`src/rtl/mul_arbiter_if.sv`:
```
// mul_arbiter_if
//   Bus bundle between the requesters / shared multiplier and mul_arbiter.
//   Requester side : req_valid, req_a, req_b (in to arbiter), req_ready,
//                    rsp_valid, rsp_product (out of arbiter).
//   Multiplier side: mul_a, mul_b, mul_valid (out of arbiter),
//                    mul_product (in to arbiter).
//   Status         : busy (out of arbiter).
//   slave  modport : the arbiter's view.
//   master modport : the environment's view (requesters + multiplier).
interface mul_arbiter_if #(
  parameter int NUM_REQ = 4
);
  logic [NUM_REQ-1:0]    req_valid;
  logic [64*NUM_REQ-1:0] req_a;
  logic [64*NUM_REQ-1:0] req_b;
  logic [NUM_REQ-1:0]    req_ready;
  logic [NUM_REQ-1:0]    rsp_valid;
  logic [127:0]          rsp_product;
  logic [63:0]           mul_a;
  logic [63:0]           mul_b;
  logic                  mul_valid;
  logic [127:0]          mul_product;
  logic                  busy;

  modport master (
    output req_valid, req_a, req_b, mul_product,
    input  req_ready, rsp_valid, rsp_product, mul_a, mul_b, mul_valid, busy
  );

  modport slave (
    input  req_valid, req_a, req_b, mul_product,
    output req_ready, rsp_valid, rsp_product, mul_a, mul_b, mul_valid, busy
  );
endinterface

```
`src/rtl/mul_arbiter.sv`:
```
// mul_arbiter
//   Round-robin arbiter sharing one pipelined 64x64 multiplier between
//   NUM_REQ requesters. A granted request is registered onto mul_a/mul_b with
//   mul_valid; a tag (valid + requester index) travels alongside the
//   multiplier latency and, on exit, steers mul_product back to the owner as
//   a one-cycle rsp_valid strobe. Responses cannot be back-pressured.
// Ports
//   clk    : rising-edge clock
//   reset  : synchronous, active-high; flushes everything in flight
//   enable : gates new grants only; in-flight work still completes
//   bus    : mul_arbiter_if.slave (request, response and multiplier signals)
module mul_arbiter #(
  parameter int NUM_REQ     = 4,
  parameter int MUL_LATENCY = 2
) (
  input  logic         clk,
  input  logic         reset,
  input  logic         enable,
  mul_arbiter_if.slave bus
);

  localparam int IDX_W = $clog2(NUM_REQ);

  logic [IDX_W-1:0]       ptr;
  logic                   grant_vld;
  logic [IDX_W-1:0]       grant_idx;
  logic [IDX_W-1:0]       cand;
  logic [63:0]            sel_a;
  logic [63:0]            sel_b;
  logic [IDX_W-1:0]       issue_idx_p0;
  logic [MUL_LATENCY-1:0] tag_vld_p;
  logic [IDX_W-1:0]       tag_idx_p [MUL_LATENCY];
  logic                   out_vld;
  logic [IDX_W-1:0]       out_idx;

  // Arbitration: search starts one past the last winner, first valid wins.
  always_comb begin
    grant_vld = 1'b0;
    grant_idx = '0;
    cand      = '0;
    for (int off = 1; off <= NUM_REQ; off++) begin
      cand = IDX_W'((int'(ptr) + off) % NUM_REQ);
      if (!grant_vld && bus.req_valid[cand]) begin
        grant_vld = 1'b1;
        grant_idx = cand;
      end
    end
    if (reset || !enable) begin
      grant_vld = 1'b0;
    end
  end

  assign bus.req_ready = grant_vld ? (NUM_REQ'(1) << grant_idx) : '0;

  always_comb begin
    sel_a = '0;
    sel_b = '0;
    for (int i = 0; i < NUM_REQ; i++) begin
      if (grant_idx == IDX_W'(i)) begin
        sel_a = bus.req_a[i*64 +: 64];
        sel_b = bus.req_b[i*64 +: 64];
      end
    end
  end

  // Issue stage -> multiplier; tag valid pipeline mirrors the multiplier latency.
  always_ff @(posedge clk) begin
    if (reset) begin
      ptr           <= IDX_W'(NUM_REQ - 1);
      bus.mul_valid <= 1'b0;
      bus.mul_a     <= '0;
      bus.mul_b     <= '0;
      tag_vld_p     <= '0;
    end else begin
      bus.mul_valid <= grant_vld;
      if (grant_vld) begin
        ptr       <= grant_idx;
        bus.mul_a <= sel_a;
        bus.mul_b <= sel_b;
      end
      tag_vld_p[0] <= bus.mul_valid;
      for (int i = 1; i < MUL_LATENCY; i++) begin
        tag_vld_p[i] <= tag_vld_p[i-1];
      end
    end
  end

  // Tag index pipeline; only meaningful where the matching valid bit is set.
  always_ff @(posedge clk) begin
    if (grant_vld) begin
      issue_idx_p0 <= grant_idx;
    end
    tag_idx_p[0] <= issue_idx_p0;
    for (int i = 1; i < MUL_LATENCY; i++) begin
      tag_idx_p[i] <= tag_idx_p[i-1];
    end
  end

  // Response stage: exiting tag lines up with mul_product this cycle.
  assign out_vld         = tag_vld_p[MUL_LATENCY-1];
  assign out_idx         = tag_idx_p[MUL_LATENCY-1];
  assign bus.rsp_valid   = out_vld ? (NUM_REQ'(1) << out_idx) : '0;
  assign bus.rsp_product = out_vld ? bus.mul_product : '0;
  assign bus.busy        = bus.mul_valid | (|tag_vld_p);

endmodule

```
`src/flat_wrapper.sv`:
```
// flat-port wrapper written by rule: the top's interface ports become plain ports
module mul_arbiter_flat 
#(
  parameter int NUM_REQ     = 4,
  parameter int MUL_LATENCY = 2
)
  (clk, reset, enable, bus_req_valid, bus_req_a, bus_req_b, bus_mul_product, bus_req_ready, bus_rsp_valid, bus_rsp_product, bus_mul_a, bus_mul_b, bus_mul_valid, bus_busy);
  mul_arbiter_if #(.NUM_REQ(NUM_REQ)) bus_i ();
  input  logic clk;
  input  logic reset;
  input  logic enable;
  input wire logic [$bits(bus_i.req_valid)-1:0] bus_req_valid;
  input wire logic [$bits(bus_i.req_a)-1:0] bus_req_a;
  input wire logic [$bits(bus_i.req_b)-1:0] bus_req_b;
  input wire logic [$bits(bus_i.mul_product)-1:0] bus_mul_product;
  output wire logic [$bits(bus_i.req_ready)-1:0] bus_req_ready;
  output wire logic [$bits(bus_i.rsp_valid)-1:0] bus_rsp_valid;
  output wire logic [$bits(bus_i.rsp_product)-1:0] bus_rsp_product;
  output wire logic [$bits(bus_i.mul_a)-1:0] bus_mul_a;
  output wire logic [$bits(bus_i.mul_b)-1:0] bus_mul_b;
  output wire logic [$bits(bus_i.mul_valid)-1:0] bus_mul_valid;
  output wire logic [$bits(bus_i.busy)-1:0] bus_busy;
  assign bus_i.req_valid = bus_req_valid;
  assign bus_i.req_a = bus_req_a;
  assign bus_i.req_b = bus_req_b;
  assign bus_i.mul_product = bus_mul_product;
  assign bus_req_ready = bus_i.req_ready;
  assign bus_rsp_valid = bus_i.rsp_valid;
  assign bus_rsp_product = bus_i.rsp_product;
  assign bus_mul_a = bus_i.mul_a;
  assign bus_mul_b = bus_i.mul_b;
  assign bus_mul_valid = bus_i.mul_valid;
  assign bus_busy = bus_i.busy;
  mul_arbiter #(.NUM_REQ(NUM_REQ), .MUL_LATENCY(MUL_LATENCY)) u_core (.clk(clk), .reset(reset), .enable(enable), .bus(bus_i));
endmodule
```
`config.mk`:
```
export PLATFORM = sky130hd
export DESIGN_NAME = mul_arbiter_flat
export DESIGN_NICKNAME = d
export VERILOG_FILES = /design/src/rtl/mul_arbiter_if.sv /design/src/rtl/mul_arbiter.sv /design/src/flat_wrapper.sv
export SDC_FILE = /design/constraint.sdc
export NUM_CORES = 1
export LEC_CHECK = 0
export BUFFER_PORTS_ARGS = -buffer_cell sky130_fd_sc_hd__clkbuf_2
export CORE_AREA = 10 10 345 347
export DETAILED_ROUTE_END_ITERATION = 16
export DIE_AREA = 0 0 355 357
export PLACE_DENSITY = 0.3
export SYNTH_ARGS = -nofsm -noshare
export SYNTH_HDL_FRONTEND = slang
export SYNTH_SLANG_ARGS = --single-unit
```
`constraint.sdc`:
```
create_clock -name clk -period 2.96 [get_ports clk]
set_clock_uncertainty 0.15 [all_clocks]
set_input_delay 0.148 -clock clk [delete_from_list [all_inputs] [get_ports clk]]
set_output_delay 0.148 -clock clk [all_outputs]
set_load 0.05 [all_outputs]
```
==> summary.md, run 1 <==
| Metric | Value |
|---|---|
| Status | `complete, no violations` |
| Register bit total from synthesis | `139` |
| CORE AREA | `0.1120 mm^2` |
| Comb power frac | `0.434` |
| Layer with the highest usage | `met2` |
| # DRC | `0` |
| CTS tree | `done` |
| Crit path from | `u_core.ptr[0]` |
| DRT iter0 DRCs | `744` |
| FF-to-FF path depth | `8` |
| Sequential share of power | `0.275` |
| Clk buf depth | `2` |
| CTS Sinks | `139` |
| CTS Buf Count | `17` |
| First-pass GRT wire length | `118300 um` |
| Switching Fraction | `0.4242` |
| Req. time, crit path | `3.19 ns` |
| Worst reg2reg startpoint | `u_core.ptr[0]` |
| Placed cell area | `0.01525 mm^2` |
| Layout area overhead | `127.8%` |
| Post-DR wirelength/cell | `22.69 um` |
| Worst setup EP type | `flip-flop` |
| Most frequent cells in the layout | `909 x clkbuf_2, 407 x dlygate4sd3_1, 189 x nand3_1, 134 x dfxtp_1, 128 x and2_1` |
| Die ar. | `0.1267 mm^2` |
| Setup TNS | `0 ns` |
| Final net count | `2992` |
| Vias | `14160` |
| Site Rows | `123` |
| Antenna violations before repair | `10` |
| Critical path endpoint | `u_core.bus.mul_a[20]` |
| Finished Layout Cells | `3865` |
| Reg-to-reg slack, setup | `0.06 ns` |
| Max VDD drop | `0.0004562 V` |
| Syn_nets | `1726` |
| Worst r2r dst | `u_core.bus.mul_a[20]` |
| Final wirelength | `87710 um` |
| Asr flop ratio synth | `0` |
| CP max stage delay | `0.56 ns` |
| Maximum fanout along the worst path | `43` |
| Synth cell types | `37` |
| P_sw | `3.366 mW` |
| EDFF count, synth | `2` |
| Fmax | `344.7 MHz` |
| Pin count of the biggest net entering global routing | `108` |
| Post-synthesis cell count | `1079` |
| Hold Vio Cnt, Final | `0` |
| Static leakage | `9.119 nW` |
| Worst-Skew Late Latency | `0.49 ns` |
| Met3 GRT Util | `0.04258` |
| H-tree levels | `4` |
| Vias per std cell | `3.663` |
| Port bufs | `912` |
| Synth Area per Inst | `8.144 um^2` |
| Reg clk slew, reported paths | `0.08 ns` |
| Cell Chain, Critical Path | `and2b_1 -> a21oi_2 -> o211a_4 -> inv_6 -> buf_12 -> nor3_1 -> o31ai_1 -> dlygate4sd3_1` |
| Met2 track utilization from global routing | `0.2157` |
| Post-Synthesis Cell Area | `0.008787 mm^2` |
| CP startpoint kind | `flip-flop` |
| Arr. time, crit path | `3.14 ns` |
| Critical Path Stages | `8` |
| Final setup viols | `0` |
| CP Buf/Inv Count | `3` |
| YS warnings | `0` |
| DP Cell Count | `3414` |
| Cell family with most CP delay | `buffers and inverters` |
| Worst-path cell with the longest stage delay | `dlygate4sd3_1` |
| Num ports | `913` |
| Internal | `4.568 mW` |
| Gpl congestion | `0.8548` |
| Power Dens Cells | `396.5 mW/mm^2` |
| Root buf cell | `clkbuf_16` |
| Chip width | `355 um` |
| Slew @ Worst Pin | `0.8390 ns` |
| Primary FF master, synth | `dfxtp_1` |
| Final critical-path share of the clock period | `0.9802` |
| Worst hold path class | `in2reg` |
| Vias in the first global route | `15380` |
| Effective utilization at floorplan | `0.07843` |
| WS Path Type | `reg2reg` |
| Clock share of power | `0.292` |
| Tot GR Track Use | `0.1291` |
| Maxcap violations | `0` |
| Register area share after synthesis | `0.3190` |
| Post-detail-place hpwl | `70590 um` |
| Grt total ovfl | `0` |
| GR Util met1 | `0.1483` |
| DR pass1 iterations | `4` |
| Final min period | `2.901 ns` |
| Die H | `357 um` |
| Finished Core Util | `0.1786` |
| Slew Limit Fails | `0` |
| Most common cell after layout, fill and taps aside | `clkbuf_2` |
| Max-slew headroom | `0.4386` |
| Fin area | `0.02001 mm^2` |
| Antenna-violating nets left | `0` |
| Layout cells sized above 1 | `0.4508` |
## power groups by stage
| stage | Sequential [mW] | Clock (mW) | Combinational (mW) |
|---|---|---|---|
| after floorplan | 2.80 | 0 | 1.06 |
| after global placement | 2.21 | 0 | 2.94 |
| after detailed placement | 2.22 | 0 | 2.91 |
| after CTS | 2.18 | 2.47 | 3.44 |
| after global routing | 2.20 | 2.51 | 3.68 |
| final | 2.18 | 2.31 | 3.44 |
## flip-flops by register name (all words and copies together) (netlist names)
register	flops
u_core.ptr	2
u_core.bus.mul_valid	1
u_core.bus.mul_a	64
u_core.tag_vld_p	2
u_core.issue_idx_p0	2
u_core.tag_idx_p	4
u_core.bus.mul_b	64
## tightest hold or removal path, stage by stage
cell and delay (ns):
clkbuf_2 0.10, a21boi_4 0.16, buf_12 0.16, nor2_1 0.10, a311oi_1 0.05
## logic make-up after synthesis
family          count (synthesis)  synth area share
buf+inv                       136           0.07547
compound gates                262            0.2865
flops                         139            0.3190
mux                            18           0.02050
simple gates                  524            0.2986
## layer usage
layer | routed length, um | up-vias
met5 | 21 | -
met4 | 3641 | 4
met3 | 6513 | 89
met2 | 42510 | 604
met1 | 35020 | 6754
li1 | - | 6706
## layout make-up
| class | count | area (um^2) |
|---|---|---|
| diodes | 7 | 17.52 |
| clock buffers | 17 | 425.4 |
| clock inverters | 15 | 138.9 |
| fillers | 12890 | 92020 |
| inverters | 4 | 22.52 |
| multi-input cells | 806 | 5435 |
| flip-flops and latches | 139 | 2809 |
| well taps | 1500 | 1877 |
| repair buffers | 1377 | 9288 |
## what timing repair did
action | 4_1_cts | 5_1_grt
setup endpoints to repair | 0 | 19
resized for setup | 0 | 16
buffers inserted | 0 | 3
hold buffers | 407 | 0
endpoints found under the hold margin | 128 | 0
## worst min-delay path by stage
stage,cells after the start,startpoint,slack [ns],end
after floorplan,0,u_core.tag_idx_p[0][0],0.16,u_core.tag_idx_p[0][2]
after global placement,0,u_core.tag_idx_p[0][0],0.16,u_core.tag_idx_p[0][2]
after detailed placement,0,u_core.tag_idx_p[0][1],0.17,u_core.tag_idx_p[0][3]
after CTS,5,enable,0.08,u_core.bus.mul_b[18]
after global routing,5,enable,0.13,u_core.bus.mul_b[18]
final,5,enable,0.14,u_core.bus.mul_b[18]
## per-stage QoR
stage	hold WS [ns]	power, mW	worst slack, ns
2_1_floorplan	0.1596	3.859	0.4702
3_3_place_gp	0.1631	5.155	0.3725
3_5_place_dp	0.1674	5.130	0.3471
4_1_cts	0.07623	8.092	0.02213
5_1_grt	0.1314	8.387	-0.02415
6_report	0.1440	7.934	0.05865
## cell usage after synthesis, drive strengths merged (3+ instances only)
cell	instances	area, um^2
inv	4	15.02
buf	73	426.7
a21oi	3	15.01
and2	128	800.8
o221ai	34	297.8
nand2	37	138.9
clkbuf	59	221.5
o31ai	25	187.7
mux2i	18	180.2
nor2	107	404.1
a221oi	94	1074
a311oi	94	823.3
o21ai	5	25.02
nor3	52	260.3
nor2b	4	25.02
dfxtp	137	2743
nand3	189	945.9
(Power assumes the default switching activity.)
==> inputs of run 2 (changes only) <==
--- a/config.mk
+++ b/config.mk
@@ -6,10 +6,12 @@
 export NUM_CORES = 1
 export LEC_CHECK = 0
 export BUFFER_PORTS_ARGS = -buffer_cell sky130_fd_sc_hd__clkbuf_2
-export CORE_AREA = 10 10 345 347
+export CELL_PAD_IN_SITES_DETAIL_PLACEMENT = 1
+export CELL_PAD_IN_SITES_GLOBAL_PLACEMENT = 1
+export CORE_AREA = 10 10 350 352
 export DETAILED_ROUTE_END_ITERATION = 16
-export DIE_AREA = 0 0 355 357
-export PLACE_DENSITY = 0.3
+export DIE_AREA = 0 0 360 362
+export PLACE_DENSITY = 0.35
 export SYNTH_ARGS = -nofsm -noshare
 export SYNTH_HDL_FRONTEND = slang
 export SYNTH_SLANG_ARGS = --single-unit
==> constraint.sdc (replaced) <==
create_clock -name clk -period 2.3 [get_ports clk]
set_clock_uncertainty 0.15 [all_clocks]
set_input_delay 0.115 -clock clk [delete_from_list [all_inputs] [get_ports clk]]
set_output_delay 0.115 -clock clk [all_outputs]
set_load 0.05 [all_outputs]
==> summary.md, run 2 (synthesis gave the netlist of run 1 again) <==
| Metric | Value |
|---|---|
| Hold Vio Cnt, Final | `0 (unchanged)` |
| Fillers | `13800 (+7.0%)` |
| CTS tree | `done` |
| Req. time, crit path | `2.04 ns (-1.15 ns)` |
| Slew Limit Fails | `0 (unchanged)` |
| Maxcap violations | `0 (unchanged)` |
| Worst hold path class | `reg2reg` |
| Clk buf depth | `2 (unchanged)` |
| Hold Path Stages | `0 (-5)` |
| Gpl congestion | `0.8924 (+4.4%)` |
| Worst-path cell with the longest stage delay | `dfxtp_4` |
| H-tree levels | `4 (unchanged)` |
| Worst r2r dst | `u_core.bus.mul_a[13]` |
| Reg-to-reg slack, setup | `0.04 ns (-0.02 ns)` |
| Final setup viols | `0 (unchanged)` |
| Effective utilization at floorplan | `0.07613 (-0.002301)` |
| Worst setup EP type | `primary output` |
| Power Dens Cells | `497.1 mW/mm^2 (+25%)` |
| Worst-Skew Late Latency | `0.50 ns (about the same)` |
| Worst Hold End | `u_core.tag_idx_p[0][2]` |
| Final net count | `3147 (+5.2%)` |
| Antenna violations before repair | `22 (+12)` |
| Fmax | `437.9 MHz` |
| Chip width | `360 um (+1.4%)` |
| Vias in the first global route | `17690 (+15%)` |
| Final min period | `2.284 ns` |
| Comb power frac | `0.454 (+0.020)` |
| Hold path startpoint | `u_core.tag_idx_p[0][0]` |
| Max VDD drop | `0.0006319 V (+39%)` |
| Num ports | `913 (unchanged)` |
| Reg clk slew, reported paths | `0.07 ns (about the same)` |
| Maximum fanout along the worst path | `22 (-49%)` |
| DR pass1 iterations | `5 (+1)` |
| Status | `complete, no violations` |
| Final wirelength | `104500 um (+19%)` |
| Tot Pwr | `10.98 mW (+38%)` |
| WS Path Type | `reg2out` |
| Slew @ Worst Pin | `0.7130 ns (-0.1259 ns)` |
| Internal | `6.388 mW (+40%)` |
| DRT iter0 DRCs | `659 (-11%)` |
| Root buf cell | `clkbuf_16` |
| Layout cells sized above 1 | `0.4536 (+0.002835)` |
| # DRC | `0 (unchanged)` |
| Switching Fraction | `0.4184 (-0.005829)` |
| Setup TNS | `0 ns (unchanged)` |
| Post-detail-place hpwl | `84020 um (+19%)` |
| Die H | `362 um (+1.4%)` |
| FF-to-FF path depth | `8 (unchanged)` |
| Post-DR wirelength/cell | `25.79 um (+14%)` |
| Unrepaired setup endpoints after global routing | `yes` |
| Max-slew headroom | `0.5246 (+0.08601)` |
| Sequential share of power | `0.256 (-0.019)` |
| Most used cell, CP | `buf_12` |
| P_sw | `4.595 mW (+37%)` |
| Vias | `15370 (+8.6%)` |
| Most common cell after layout, fill and taps aside | `clkbuf_2` |
| Crit path from | `u_core.ptr[0]` |
| Arr. time, crit path | `2.02 ns (-1.12 ns)` |
| Static leakage | `9.892 nW (+8.5%)` |
| Die ar. | `0.1303 mm^2 (+2.8%)` |
| Final critical-path share of the clock period | `0.9930` |
| CORE AREA | `0.1154 mm^2 (+3.0%)` |
| CTS Sinks | `139 (unchanged)` |
| Regs by FF count | `u_core.bus.mul_a: 64 flops, u_core.bus.mul_b: 64 flops, u_core.tag_idx_p: 4 flops` |
| Port bufs | `912 (unchanged)` |
| Clock share of power | `0.290 (-0.002)` |
| Tot GR Track Use | `0.1527 (+0.02361)` |
| Worst reg2reg startpoint | `u_core.ptr[0]` |
| Cell Chain, Critical Path | `and2b_2 -> a21oi_2 -> o211a_4 -> buf_4 -> buf_12 -> nor2_4 -> buf_12` |
| Most frequent cells in the layout | `900 x clkbuf_2, 514 x dlygate4sd3_1, 187 x nand3_1, 134 x dfxtp_1, 127 x and2_1` |
| Antenna-violating nets left | `0 (unchanged)` |
| CP max stage delay | `0.36 ns (-0.20 ns)` |
| Site Rows | `125 (+1.6%)` |
| Layout area overhead | `151.4%` |
| CTS Buf Count | `17 (unchanged)` |
| First-pass GRT wire length | `141900 um (+20%)` |
| Grt total ovfl | `0 (unchanged)` |
| CP startpoint kind | `flip-flop` |
| Vias per std cell | `3.794 (+3.6%)` |
| Pin count of the biggest net entering global routing | `79 (-27%)` |
-- run 2: cell types whose count changed in the layout (fill, tap and decap cells not counted), sizes merged --
cell	before	now
clkbuf	926	931
o211a	2	1
dlygate4sd3	407	514
o311a	2	1
buf	61	108
bufinv	1	3
diode	7	14
clkinv	8	4
-- run 2: how the worst max path moves through the flow --
stage	to	slack (ns)
after floorplan	bus_req_ready[2]	0.02
after detailed placement	u_core.bus.mul_a[13]	-0.32
after CTS	bus_req_ready[3]	-0.12
after global routing	bus_req_ready[0]	-0.11
after global placement	u_core.bus.mul_a[13]	-0.28
final	bus_req_ready[1]	0.02
-- run 2: critical path, delay by kind of cell (launching register included) --
family          cells  cell delay (ns)
buf+inv             3             0.45
compound gates      2             0.31
simple gates        2             0.38
flops               1             0.36
-- run 2: area by class of cell --
type	instances	area [um^2]	area share
diodes	14	35.03	0.001586
clock buffers	19	432.9	0.01959
clock inverters	13	162.7	0.007362
inverters	4	33.78	0.001529
multi-input cells	804	5613	0.2540
flip-flops and latches	139	2814	0.1274
well taps	1524	1907	0.08630
repair buffers	1534	11100	0.5022
-- run 2: metal layers --
metal  vias to the layer above  track usage  wire length, um
met5                         -            0               50
met4                         8      0.08154             6022
li1                       7015            -                -
met1                      7464       0.1470            36150
met3                       169      0.04935             7285
met2                       712       0.2873            54960
-- run 2: what timing repair did --
action,CTS,global route
hold buffers,514,0
pin swaps,4,7
gates cloned,0,5
hold endpoints to repair,129,0
setup endpoints to repair,14,81
gates resized for setup,42,41
buffers inserted,11,0
-- run 2: power by group through the flow --
stage / sequential, mW / combinational (mW) / clock [mW]
after CTS: 2.81 / 4.90 / 3.39
after global placement: 2.86 / 4.04 / 0
after floorplan: 3.60 / 1.37 / 0
after global routing: 2.84 / 5.32 / 3.42
final: 2.81 / 4.98 / 3.19
after detailed placement: 2.87 / 4.05 / 0
-- run 2: per-stage QoR --
step	instance area (um^2)	hold WS, ns	setup WS (ns)	util	cells
after floorplan	8792	0.1353	0.01646	-	1079
after global placement	15720	0.1738	-0.2825	0.1362	3475
after detailed placement	15720	0.1712	-0.3206	0.1362	3475
after CTS	21720	0.1765	-0.1203	0.1882	4032
after global routing	22090	0.1916	-0.1096	0.1914	4049
final	22090	0.1834	0.01619	0.1914	4051
